File: src/rtl/multicycle_ctrl_pkg.sv
// ctrl_pkg: shared types and encodings for the multicycle controller.
//   state_t  - FSM state encoding (also exported on state_o)
//   aluop_t  - internal ALU operation class handed to alu_dec
//   OP_*/F_* - opcode / funct constants (6-bit instruction fields)
//   ALU_*    - 3-bit ALUControl encodings
//   SRCB_*/PCSRC_*/REGDST_*/MTR_* - datapath mux select encodings
package ctrl_pkg;

  typedef enum logic [3:0] {
    S_FETCH  = 4'd0,  S_DECODE = 4'd1,  S_MEMADR = 4'd2,  S_MEMRD = 4'd3,
    S_MEMWB  = 4'd4,  S_MEMWR  = 4'd5,  S_EXEC   = 4'd6,  S_ALUWB = 4'd7,
    S_BRANCH = 4'd8,  S_IMMEX  = 4'd9,  S_IMMWB  = 4'd10, S_JUMP  = 4'd11,
    S_JAL    = 4'd12, S_JR     = 4'd13
  } state_t;

  typedef enum logic [2:0] {
    AOP_ADD, AOP_SUB, AOP_FUNCT, AOP_AND, AOP_OR, AOP_SLT
  } aluop_t;

  localparam logic [5:0] OP_RTYPE = 6'b000000;
  localparam logic [5:0] OP_J     = 6'b000010;
  localparam logic [5:0] OP_JAL   = 6'b000011;
  localparam logic [5:0] OP_BEQ   = 6'b000100;
  localparam logic [5:0] OP_BNE   = 6'b000101;
  localparam logic [5:0] OP_ADDI  = 6'b001000;
  localparam logic [5:0] OP_SLTI  = 6'b001010;
  localparam logic [5:0] OP_ANDI  = 6'b001100;
  localparam logic [5:0] OP_ORI   = 6'b001101;
  localparam logic [5:0] OP_LW    = 6'b100011;
  localparam logic [5:0] OP_SW    = 6'b101011;

  localparam logic [5:0] F_JR  = 6'b001000;
  localparam logic [5:0] F_ADD = 6'b100000;
  localparam logic [5:0] F_SUB = 6'b100010;
  localparam logic [5:0] F_AND = 6'b100100;
  localparam logic [5:0] F_OR  = 6'b100101;
  localparam logic [5:0] F_SLT = 6'b101010;

  localparam logic [2:0] ALU_AND = 3'b000;
  localparam logic [2:0] ALU_OR  = 3'b001;
  localparam logic [2:0] ALU_ADD = 3'b010;
  localparam logic [2:0] ALU_SUB = 3'b110;
  localparam logic [2:0] ALU_SLT = 3'b111;

  localparam logic [1:0] SRCB_REG = 2'b00, SRCB_FOUR = 2'b01, SRCB_IMM = 2'b10, SRCB_BOFF = 2'b11;
  localparam logic [1:0] PCSRC_ALU = 2'b00, PCSRC_ALUOUT = 2'b01, PCSRC_JUMP = 2'b10, PCSRC_REG = 2'b11;
  localparam logic [1:0] REGDST_RT = 2'b00, REGDST_RD = 2'b01, REGDST_RA = 2'b10;
  localparam logic [1:0] MTR_ALU = 2'b00, MTR_MEM = 2'b01, MTR_PC = 2'b10;

endpackage

File: src/rtl/multicycle_ctrl_if.sv
// multicycle_ctrl_if: instruction fields, memory handshake and datapath controls.
//   master - instruction/memory side (drives Opcode, Funct, mem_ready)
//   slave  - controller side (drives all strobes, selects, IllegalOp, state_o)
interface multicycle_ctrl_if #(
  parameter int ALUC_W = 3,
  parameter int OP_W   = 6
);
  logic [OP_W-1:0]   Opcode, Funct;
  logic              mem_ready;
  logic              IorD, ALUSrcA, IRWrite, MemWrite, PCWrite, RegWrite, Ori, Branch, BranchNe;
  logic [ALUC_W-1:0] ALUControl;
  logic [1:0]        ALUSrcB, PCSrc, MemtoReg, RegDst;
  logic              IllegalOp;
  logic [3:0]        state_o;

  modport master (
    output Opcode, Funct, mem_ready,
    input  IorD, ALUSrcA, IRWrite, MemWrite, PCWrite, RegWrite, Ori, Branch, BranchNe,
    input  ALUControl, ALUSrcB, PCSrc, MemtoReg, RegDst, IllegalOp, state_o
  );
  modport slave (
    input  Opcode, Funct, mem_ready,
    output IorD, ALUSrcA, IRWrite, MemWrite, PCWrite, RegWrite, Ori, Branch, BranchNe,
    output ALUControl, ALUSrcB, PCSrc, MemtoReg, RegDst, IllegalOp, state_o
  );
endinterface

File: src/rtl/multicycle_ctrl_alu_dec.sv
// alu_dec: maps ALU operation class + latched funct to the 3-bit ALUControl code.
//   aluop    - operation class chosen by the FSM
//   funct    - latched instruction funct field
//   code     - ALUControl encoding
//   funct_ok - funct is one of the supported R-type operations (independent of aluop)
module alu_dec
  import ctrl_pkg::*;
#(
  parameter int OP_W = 6
) (
  input  aluop_t          aluop,
  input  logic [OP_W-1:0] funct,
  output logic [2:0]      code,
  output logic            funct_ok
);
  logic [2:0] fcode;

  always_comb begin
    fcode    = ALU_AND;
    funct_ok = 1'b1;
    case (funct)
      OP_W'(F_ADD): fcode = ALU_ADD;
      OP_W'(F_SUB): fcode = ALU_SUB;
      OP_W'(F_AND): fcode = ALU_AND;
      OP_W'(F_OR):  fcode = ALU_OR;
      OP_W'(F_SLT): fcode = ALU_SLT;
      default:      funct_ok = 1'b0;
    endcase
  end

  always_comb begin
    code = fcode;
    case (aluop)
      AOP_ADD: code = ALU_ADD;
      AOP_SUB: code = ALU_SUB;
      AOP_AND: code = ALU_AND;
      AOP_OR:  code = ALU_OR;
      AOP_SLT: code = ALU_SLT;
      default: code = fcode;
    endcase
  end
endmodule

File: src/rtl/multicycle_ctrl.sv
// multicycle_ctrl: Moore control FSM for a multicycle MIPS-style datapath.
//   clk - clock, rst - asynchronous active-low reset
//   bus - multicycle_ctrl_if.slave (instruction fields, mem_ready, datapath controls)
// Optional feature: define CTRL_JAL_EN to build the JAL and JR states; otherwise
// those codes raise IllegalOp.
module multicycle_ctrl
  import ctrl_pkg::*;
#(
  parameter int ALUC_W = 3,
  parameter int OP_W   = 6
) (
  input logic            clk,
  input logic            rst,
  multicycle_ctrl_if.slave bus
);
  state_t          state, dec_nxt;
  logic [OP_W-1:0] op_q, fn_q;
  logic            ill_q, dec_ok, fn_ok, alu_en;
  aluop_t          aluop;
  logic [2:0]      alu_code;

  alu_dec #(.OP_W(OP_W)) u_alu_dec (
    .aluop(aluop), .funct(fn_q), .code(alu_code), .funct_ok(fn_ok)
  );

  // DECODE dispatch on the live instruction fields (latched on the same edge).
  always_comb begin
    dec_nxt = S_FETCH;
    dec_ok  = 1'b1;
    case (bus.Opcode)
      OP_W'(OP_LW), OP_W'(OP_SW): dec_nxt = S_MEMADR;
      OP_W'(OP_RTYPE): begin
`ifdef CTRL_JAL_EN
        dec_nxt = (bus.Funct == OP_W'(F_JR)) ? S_JR : S_EXEC;
`else
        dec_nxt = S_EXEC;
`endif
      end
      OP_W'(OP_BEQ), OP_W'(OP_BNE): dec_nxt = S_BRANCH;
      OP_W'(OP_ADDI), OP_W'(OP_ANDI), OP_W'(OP_ORI), OP_W'(OP_SLTI): dec_nxt = S_IMMEX;
      OP_W'(OP_J): dec_nxt = S_JUMP;
`ifdef CTRL_JAL_EN
      OP_W'(OP_JAL): dec_nxt = S_JAL;
`endif
      default: dec_ok = 1'b0;
    endcase
  end

  // IllegalOp is registered so it shows for exactly the one FETCH cycle after
  // the offending DECODE/EXEC.
  always_ff @(posedge clk or negedge rst) begin
    if (!rst) begin
      state <= S_FETCH;
      op_q  <= '0;
      fn_q  <= '0;
      ill_q <= 1'b0;
    end else begin
      ill_q <= 1'b0;
      case (state)
        S_FETCH:  if (bus.mem_ready) state <= S_DECODE;
        S_DECODE: begin
          op_q  <= bus.Opcode;
          fn_q  <= bus.Funct;
          state <= dec_nxt;
          ill_q <= !dec_ok;
        end
        S_MEMADR: state <= (op_q == OP_W'(OP_SW)) ? S_MEMWR : S_MEMRD;
        S_MEMRD:  if (bus.mem_ready) state <= S_MEMWB;
        S_MEMWR:  if (bus.mem_ready) state <= S_FETCH;
        S_EXEC: begin
          state <= fn_ok ? S_ALUWB : S_FETCH;
          ill_q <= !fn_ok;
        end
        S_IMMEX:  state <= S_IMMWB;
        default:  state <= S_FETCH;  // write-back/jump states and unreachable codes
      endcase
    end
  end

  always_comb begin
    bus.IorD     = 1'b0; bus.ALUSrcA  = 1'b0; bus.IRWrite  = 1'b0;
    bus.MemWrite = 1'b0; bus.PCWrite  = 1'b0; bus.RegWrite = 1'b0;
    bus.Ori      = 1'b0; bus.Branch   = 1'b0; bus.BranchNe = 1'b0;
    bus.ALUSrcB  = SRCB_REG;  bus.PCSrc  = PCSRC_ALU;
    bus.MemtoReg = MTR_ALU;   bus.RegDst = REGDST_RT;
    aluop        = AOP_ADD;
    alu_en       = 1'b0;
    case (state)
      S_FETCH: begin
        bus.ALUSrcB = SRCB_FOUR;
        alu_en      = 1'b1;
        // the fetch only completes with the memory; rst gating keeps strobes
        // low while held in reset
        bus.IRWrite = bus.mem_ready & rst;
        bus.PCWrite = bus.mem_ready & rst;
      end
      S_DECODE: begin bus.ALUSrcB = SRCB_BOFF; alu_en = 1'b1; end
      S_MEMADR: begin bus.ALUSrcA = 1'b1; bus.ALUSrcB = SRCB_IMM; alu_en = 1'b1; end
      S_MEMRD:  bus.IorD = 1'b1;
      S_MEMWB:  begin bus.MemtoReg = MTR_MEM; bus.RegWrite = 1'b1; end
      S_MEMWR:  begin bus.IorD = 1'b1; bus.MemWrite = 1'b1; end
      S_EXEC:   begin bus.ALUSrcA = 1'b1; aluop = AOP_FUNCT; alu_en = 1'b1; end
      S_ALUWB:  begin bus.RegDst = REGDST_RD; bus.RegWrite = 1'b1; end
      S_BRANCH: begin
        bus.ALUSrcA  = 1'b1;
        aluop        = AOP_SUB;
        alu_en       = 1'b1;
        bus.PCSrc    = PCSRC_ALUOUT;
        bus.Branch   = (op_q == OP_W'(OP_BEQ));
        bus.BranchNe = (op_q == OP_W'(OP_BNE));
      end
      S_IMMEX: begin
        bus.ALUSrcA = 1'b1;
        bus.ALUSrcB = SRCB_IMM;
        alu_en      = 1'b1;
        if (op_q == OP_W'(OP_ANDI))      aluop = AOP_AND;
        else if (op_q == OP_W'(OP_ORI))  aluop = AOP_OR;
        else if (op_q == OP_W'(OP_SLTI)) aluop = AOP_SLT;
        bus.Ori = (op_q == OP_W'(OP_ANDI)) || (op_q == OP_W'(OP_ORI));
      end
      S_IMMWB: bus.RegWrite = 1'b1;
      S_JUMP:  begin bus.PCSrc = PCSRC_JUMP; bus.PCWrite = 1'b1; end
`ifdef CTRL_JAL_EN
      S_JR:    begin bus.PCSrc = PCSRC_REG; bus.PCWrite = 1'b1; end
      S_JAL: begin
        bus.RegDst   = REGDST_RA;
        bus.MemtoReg = MTR_PC;
        bus.RegWrite = 1'b1;
        bus.PCSrc    = PCSRC_JUMP;
        bus.PCWrite  = 1'b1;
      end
`endif
      default: ;
    endcase
  end

  assign bus.ALUControl = alu_en ? ALUC_W'(alu_code) : '0;
  assign bus.IllegalOp  = ill_q;
  assign bus.state_o    = state;
endmodule

File: src/flat_wrapper.sv
// flat-port wrapper written by rule: the top's interface ports become plain ports
module multicycle_ctrl_flat import ctrl_pkg::*;
#(
  parameter int ALUC_W = 3,
  parameter int OP_W   = 6
)
  (clk, rst, bus_Opcode, bus_Funct, bus_mem_ready, bus_IorD, bus_ALUSrcA, bus_IRWrite, bus_MemWrite, bus_PCWrite, bus_RegWrite, bus_Ori, bus_Branch, bus_BranchNe, bus_ALUControl, bus_ALUSrcB, bus_PCSrc, bus_MemtoReg, bus_RegDst, bus_IllegalOp, bus_state_o);
  multicycle_ctrl_if #(.ALUC_W(ALUC_W), .OP_W(OP_W)) bus_i ();
  input logic clk;
  input logic rst;
  input wire logic [$bits(bus_i.Opcode)-1:0] bus_Opcode;
  input wire logic [$bits(bus_i.Funct)-1:0] bus_Funct;
  input wire logic [$bits(bus_i.mem_ready)-1:0] bus_mem_ready;
  output wire logic [$bits(bus_i.IorD)-1:0] bus_IorD;
  output wire logic [$bits(bus_i.ALUSrcA)-1:0] bus_ALUSrcA;
  output wire logic [$bits(bus_i.IRWrite)-1:0] bus_IRWrite;
  output wire logic [$bits(bus_i.MemWrite)-1:0] bus_MemWrite;
  output wire logic [$bits(bus_i.PCWrite)-1:0] bus_PCWrite;
  output wire logic [$bits(bus_i.RegWrite)-1:0] bus_RegWrite;
  output wire logic [$bits(bus_i.Ori)-1:0] bus_Ori;
  output wire logic [$bits(bus_i.Branch)-1:0] bus_Branch;
  output wire logic [$bits(bus_i.BranchNe)-1:0] bus_BranchNe;
  output wire logic [$bits(bus_i.ALUControl)-1:0] bus_ALUControl;
  output wire logic [$bits(bus_i.ALUSrcB)-1:0] bus_ALUSrcB;
  output wire logic [$bits(bus_i.PCSrc)-1:0] bus_PCSrc;
  output wire logic [$bits(bus_i.MemtoReg)-1:0] bus_MemtoReg;
  output wire logic [$bits(bus_i.RegDst)-1:0] bus_RegDst;
  output wire logic [$bits(bus_i.IllegalOp)-1:0] bus_IllegalOp;
  output wire logic [$bits(bus_i.state_o)-1:0] bus_state_o;
  assign bus_i.Opcode = bus_Opcode;
  assign bus_i.Funct = bus_Funct;
  assign bus_i.mem_ready = bus_mem_ready;
  assign bus_IorD = bus_i.IorD;
  assign bus_ALUSrcA = bus_i.ALUSrcA;
  assign bus_IRWrite = bus_i.IRWrite;
  assign bus_MemWrite = bus_i.MemWrite;
  assign bus_PCWrite = bus_i.PCWrite;
  assign bus_RegWrite = bus_i.RegWrite;
  assign bus_Ori = bus_i.Ori;
  assign bus_Branch = bus_i.Branch;
  assign bus_BranchNe = bus_i.BranchNe;
  assign bus_ALUControl = bus_i.ALUControl;
  assign bus_ALUSrcB = bus_i.ALUSrcB;
  assign bus_PCSrc = bus_i.PCSrc;
  assign bus_MemtoReg = bus_i.MemtoReg;
  assign bus_RegDst = bus_i.RegDst;
  assign bus_IllegalOp = bus_i.IllegalOp;
  assign bus_state_o = bus_i.state_o;
  multicycle_ctrl #(.ALUC_W(ALUC_W), .OP_W(OP_W)) u_core (.clk(clk), .rst(rst), .bus(bus_i));
endmodule
File: config.mk
export PLATFORM = sky130hd
export DESIGN_NAME = multicycle_ctrl_flat
export DESIGN_NICKNAME = d
export VERILOG_FILES = /design/src/rtl/multicycle_ctrl_pkg.sv /design/src/rtl/multicycle_ctrl_if.sv /design/src/rtl/multicycle_ctrl_alu_dec.sv /design/src/rtl/multicycle_ctrl.sv /design/src/flat_wrapper.sv
export SDC_FILE = /design/constraint.sdc
export NUM_CORES = 1
export LEC_CHECK = 0
export ABC_AREA = 1
export CAP_MARGIN = 25
export CORE_MARGIN = 10
export CORE_UTILIZATION = 40
export DETAILED_ROUTE_END_ITERATION = 8
export PLACE_DENSITY = 0.81
export SYNTH_ARGS = -nofsm -noshare
export SYNTH_HDL_FRONTEND = slang
export SYNTH_HIERARCHICAL = 1
export SYNTH_SLANG_ARGS = --single-unit
File: constraint.sdc
create_clock -name clk -period 4.4 [get_ports clk]
set_input_delay 0.66 -clock clk [delete_from_list [all_inputs] [get_ports clk]]
set_output_delay 0.66 -clock clk [all_outputs]
set_load 0.02 [all_outputs]
==> impl_metrics.yaml, run 1 <==
status:
  outcome: "finished, final reports clean"
placed_design:
  dpl_cell_area_um2: 1690
  hpwlAfterDp_um: 2670
  port_buffers: 37
  globalplace.congestion: 0.841
  pre_cts_ws_ns: 1.52
die:
  die_area_um2: 5870
  num_rows: 20
  die_height_um: 76.6
  die-width_um: 76.6
  io_pins: 40
  coreArea_um2: 3050
  start_util: 0.420
worst_setup_path:
  worstPathMaxFanout: 6
  cp_num_cells: 11
  slowest_delay_ns: 0.59
  crit_family: "buffers and inverters"
  crit-reg2reg-launch: "u_core/bus.state_o[0]"
  endpoint: "bus_ALUControl[2]"
  critPathArrivalTime_ns: 2.48
  reg2reg_to: "u_core/bus.state_o[0]"
  cp.required_ns: 3.74
  worstSetupPathType: "register to primary output"
  startpoint: "u_core/bus.state_o[3]"
  crit_path_top_delay_cell: "clkdlybuf4s50_1"
  reg2reg_depth: 8
  worst-path-buf-inv: 4
  cp-start-kind: "register"
  critPathCaptureType: "primary output"
  reg2reg_setup_slack_ns: 2.96
  crit_chain: "inv_1 > nor2_2 > nand2_1 > o22ai_1 > inv_1 > a21oi_2 > nand4_1 > nand2_1 > nand2_1 > inv_1 > clkdlybuf4s50_1"
route:
  vias_per_cell: 4.69
  routed_wl_um: 3170
  num_vias: 1347
  drt_first_iter_violations: 79
  post_drt_wl_per_cell_um: 11.0
  dr.pass1.iters: 4
  ant_nets: 0
  drc_errors: 0
yosys:
  synth_compound_area_frac: 0.0879
  syn_area_per_cell_um2: 6.28
  synth_top_family_by_area: "simple AND/OR/NAND/NOR gates"
  syn_inst: 204
  synth.distinct_cells: 24
  ys_seq_area_frac: 0.332
  muxShareOfSynthArea: 0
  yosys.area.top_type: "dfrtp_1"
  synth_adder_area_share: 0
  netlist_top_cells_area: "dfrtp_1 33%, nand2_1 20%, inv_1 9.1%"
  ys_seq_elements: 17
  netlist_area_um2: 1280
  synth_top_area_share: 0.332
  ys_warn_count: 6
  synth-xor-area-share: 0
  synth_simple_gate_area_frac: 0.449
clocking:
  htreeDepth: 1
  cts_tree: "built"
  postCtsSetupRepairBufs: 0
  insertion_delay_ns: 0.30
  root_buffer: "clkbuf_4"
  numCtsBuffers: 3
  clk_pin_slew_worst_paths_ns: 0.11
  clock_path_buffers: 2
  cts.sinks: 17
  cts_hold_buf: 0
  cts_resized: 0
pwr:
  p_leak_nw: 0.862
  p_int_mw: 0.504
  seqPwrFrac: 0.310
  power_density_nw_per_um2: 595
  swShare: 0.506
  power_switching_mw: 0.517
  vdd_drop_max_v: 0.000227
  p_comb_frac: 0.608
  clkPwrFrac: 0.083
finish:
  fill_cells: 306
  drive_gt1_frac: 0.0905
  syn2layout_area_growth_pct: 33.8
  final_common_cell: "nand2_1"
  final_cell_area_um2: 1710
  layout_common_cells: "68 x nand2_1, 37 x clkdlybuf4s50_1, 31 x inv_1"
  antenna_cells: 0
  nets: 259
timing:
  hold_violations: 0
  worst_slack_ns: 1.26
  rsz0062_at_grt: "false"
  period_share: 0.714
  setup_violations: 0
  slew_viol_final: 0
  fin_skew_ns: 0.0131
  tns_ns: 0
  finalCriticalPeriod_ns: 3.14
  fmax_ghz: 0.318
global_routing:
  grt_max_degree: 19
  grt_pass1_wl_um: 5510
  grt_pass1_vias: 1263
  antenna_found_initial: 0
  overflow: 0
  grt_util_all_layers: 0.109
job:
  cap_violations: 0
hold_path:
  hp-class: "register to register"
-- cell families (layout without fill, tap and decap cells) --
family	Yosys count	in the layout
buf+inv	39	77
simple gates	128	128
other cells	1	2
compound gates	19	19
flops	17	17
-- registers in the layout, summed over array words and instances (netlist names) --
signal	flops
u_core/bus.state_o	4
u_core/bus.IllegalOp	1
u_core/fn_q	6
u_core/op_q	6
-- worst min-delay path, cell delays in order (launching register included) --
cell and delay, ns:
dfrtp_1 0.37, nand2_1 0.06, nand2_1 0.05
-- worst min-delay path by stage --
stage / startpoint / endpoint / slack, ns / cells after the start
3_5_place_dp: u_core/fn_q[5] / u_core/fn_q[5] / 0.48 / 2
2_1_floorplan: rst / u_core/bus.IllegalOp / 0.36 / 0
3_3_place_gp: u_core/fn_q[5] / u_core/fn_q[5] / 0.47 / 2
4_1_cts: u_core/fn_q[5] / u_core/fn_q[5] / 0.51 / 2
6_report: u_core/fn_q[5] / u_core/fn_q[5] / 0.50 / 2
5_1_grt: u_core/fn_q[5] / u_core/fn_q[5] / 0.55 / 2
-- final cells by class --
| cell class | count | area [um2] | area share |
|---|---|---|---|
| inverter | 35 | 133 | 0.0774 |
| tap | 44 | 55.1 | 0.0321 |
| clock inverter | 1 | 5.00 | 0.00292 |
| timing repair buffer | 38 | 378 | 0.220 |
| multi-input combinational | 149 | 696 | 0.406 |
| sequential | 17 | 425 | 0.248 |
| clock buffer | 3 | 22.5 | 0.0131 |
-- power by group through the flow --
| stage | logic, mW | clock network, mW | registers (mW) |
|---|---|---|---|
| floorplan | 0.424 | 0 | 0.319 |
| global placement | 0.614 | 0 | 0.314 |
| detailed placement | 0.626 | 0 | 0.318 |
| CTS | 0.628 | 0.0877 | 0.315 |
| global route | 0.702 | 0.0924 | 0.328 |
| finish | 0.620 | 0.0844 | 0.316 |
-- stage by stage --
step	util	std cells	hold WS, ns	power, mW
after floorplan	-	205	0.364	0.743
after global placement	0.552	283	0.469	0.928
after detailed placement	0.552	283	0.479	0.944
after CTS	0.561	287	0.505	1.03
after global routing	0.561	287	0.545	1.12
final	0.561	287	0.501	1.02
-- cell usage after synthesis --
cell	count
nand2_1	68
inv_1	31
nor2_1	22
dfrtp_1	17
nand3_1	16
o21ai_0	9
nor3_1	6
nand4_1	5
nor2_2	5
a21oi_1	3
inv_2	3
nor2_4	3
o22ai_1	3
buf_4	2
nand3_2	2
a21oi_2	1
a31oi_1	1
buf_2	1
buf_6	1
clkinv_2	1
conb_1	1
nand2_4	1
o211ai_1	1
o21bai_2	1
-- routing by layer --
layer | wire, um | part of all wire | vias up | GRT usage
li1 | - | - | 715 | -
met1 | 1530 | 0.48 | 584 | 0.137
met2 | 1420 | 0.45 | 44 | 0.175
met3 | 171 | 0.054 | 4 | 0.0212
met4 | 46 | 0.015 | 0 | 0.0446
met5 | 0 | 0 | - | 0
(Power assumes the default switching activity.)
==> run 2: changes to the inputs <==
==> constraint.sdc (replaced) <==
create_clock -name clk -period 3.1 [get_ports clk]
set_input_delay 0.465 -clock clk [delete_from_list [all_inputs] [get_ports clk]]
set_output_delay 0.465 -clock clk [all_outputs]
set_load 0.02 [all_outputs]
==> run 2 against run 1 <==
Against the previous run: clock skew is 0.0015 ns lower; global-route usage grew 0.14 points; power up 43%; register-to-register slack worse by 1.3 ns; die area stayed put; worst hold slack gained 0.0064 ns; combinational power up 43%; via count shrank 0.97%; utilization up 0.45 points; non-clock buffer count is the same; largest cell class unchanged.
==> impl_metrics.yaml, run 2 (synthesis gave the netlist of run 1 again) <==
finish:
  multi_input_area_um2: 701
  final_cell_area_um2: 1730
  layout_common_cells: "68 x nand2_1, 36 x clkdlybuf4s50_1, 31 x inv_1"
  final_util: 0.566
  fill_cells: 309
  nets: 259
  seq_area_um2: 429
  final_common_cell: "nand2_1"
  fin_cells: 287
  syn2layout_area_growth_pct: 34.9
  antenna_cells: 0
  drive_gt1_frac: 0.107
timing:
  tns_ns: 0
  period_share: 0.922
  rsz0062_at_grt: "false"
  fmax_ghz: 0.350
  hold_violations: 0
  setup_violations: 0
  fin_skew_ns: 0.0116
  slew_viol_final: 0
  finalCriticalPeriod_ns: 2.86
job:
  cap_violations: 0
clocking:
  insertion_delay_ns: 0.30
  root_buffer: "clkbuf_4"
  clock_path_buffers: 2
  numCtsBuffers: 3
  cts_tree: "built"
  postCtsSetupRepairBufs: 0
  cts.sinks: 17
  clk_pin_slew_worst_paths_ns: 0.11
  htreeDepth: 1
global_routing:
  grt_util_all_layers: 0.110
  grt_max_degree: 19
  antenna_found_initial: 0
  grt_pass1_wl_um: 5490
  grt_pass1_vias: 1248
  overflow: 0
worst_setup_path:
  worstPathMaxFanout: 6
  critPathArrivalTime_ns: 2.39
  cp.required_ns: 2.63
  crit-reg2reg-launch: "u_core/bus.state_o[1]"
  reg2reg_setup_slack_ns: 1.70
  startpoint: "u_core/bus.state_o[3]"
  cp-start-kind: "register"
  critPathCaptureType: "primary output"
  worstSetupPathType: "register to primary output"
placed_design:
  hpwlAfterDp_um: 2730
  globalplace.congestion: 0.841
  port_buffers: 37
  numPlacedInstances: 283
  dpl_cell_area_um2: 1690
route:
  vias_per_cell: 4.65
  ant_nets: 0
  drc_errors: 0
  post_drt_wl_per_cell_um: 11.3
  routed_wl_um: 3250
  dr.pass1.iters: 4
  num_vias: 1334
  drt_first_iter_violations: 103
pwr:
  p_leak_nw: 0.873
  vdd_drop_max_v: 0.000326
  power_density_nw_per_um2: 847
  finalPower_mw: 1.46
status:
  outcome: "finished, final reports clean"
die:
  num_rows: 20
  io_pins: 40
  die-width_um: 76.6
  die_area_um2: 5870
  die_height_um: 76.6
  start_util: 0.420
  coreArea_um2: 3050
hold_path:
  hp-class: "register to register"
  hp-start: "u_core/fn_q[5]"
[run 2: cell types whose count changed in the layout (fill, tap and decap cells not counted)]
cell,before,now
nor3_1,6,5
clkdlybuf4s50_1,37,36
nor3_2,0,1
dfrtp_2,0,3
clkinvlp_4,0,1
dfrtp_1,17,14
dlymetal6s2s_1,0,1
clkinv_2,2,1
[run 2: final cells by class]
class,instances,share of cell area
Sequential cell,17,0.248
Inverter,35,0.0768
Timing Repair Buffer,38,0.220
Tap cell,44,0.0319
Clock inverter,1,0.00434
Clock buffer,3,0.0130
Multi-Input combinational cell,149,0.406
[run 2: metrics by stage]
stage	hold WS [ns]	worst slack (ns)
after floorplan	0.169	1.02
after global placement	0.468	0.556
after detailed placement	0.482	0.506
after CTS	0.513	0.143
after global routing	0.542	0.0177
final	0.507	0.243
[run 2: worst max-delay path: stages, from the launching register on]
cell	delay, ns
dfrtp_2	0.44
inv_1	0.06
nor2_2	0.18
nand2_1	0.16
o22ai_1	0.15
inv_1	0.10
a21oi_2	0.16
nand2_1	0.07
nand2_1	0.06
nand2_1	0.05
inv_1	0.06
clkdlybuf4s50_1	0.59
[run 2: per-layer routing]
metal  GRT usage  vias to the layer above  wire length, um
met5           0                        -                0
met4      0.0558                        0               63
met3      0.0248                        5              154
met2       0.176                       33             1460
met1       0.134                      580             1570
li1            -                      716                -
[run 2: final timing paths]
kind	end	cells after the start
max	bus_ALUControl[1]	11
max in group asynchronous	u_core/bus.state_o[0]	2
min in group asynchronous	u_core/fn_q[3]	2
min	u_core/fn_q[5]	2
max reg2reg	u_core/bus.state_o[2]	7
min reg2reg	u_core/fn_q[5]	2
[run 2: power breakdown]
group	switching, mW	internal (mW)	total, mW
clock network	0.0758	0.0493	0.125
logic	0.546	0.342	0.888
registers	0.121	0.329	0.450
[run 2: timing repair]
action / 4_1_cts / 5_1_grt
hold buffers: 0 / 0
gates resized for setup: 0 / 5
setup endpoints to repair: 0 / 3
==> run 3: changes to the inputs <==
--- a/config.mk
+++ b/config.mk
@@ -9,6 +9,7 @@
 export CAP_MARGIN = 25
 export CORE_MARGIN = 10
 export CORE_UTILIZATION = 40
+export CTS_CLUSTER_SIZE = 10
 export DETAILED_ROUTE_END_ITERATION = 8
 export PLACE_DENSITY = 0.81
 export SYNTH_ARGS = -nofsm -noshare
==> results of run 3 <==
Final layout, timing and power as in run 2 (identical DEF).
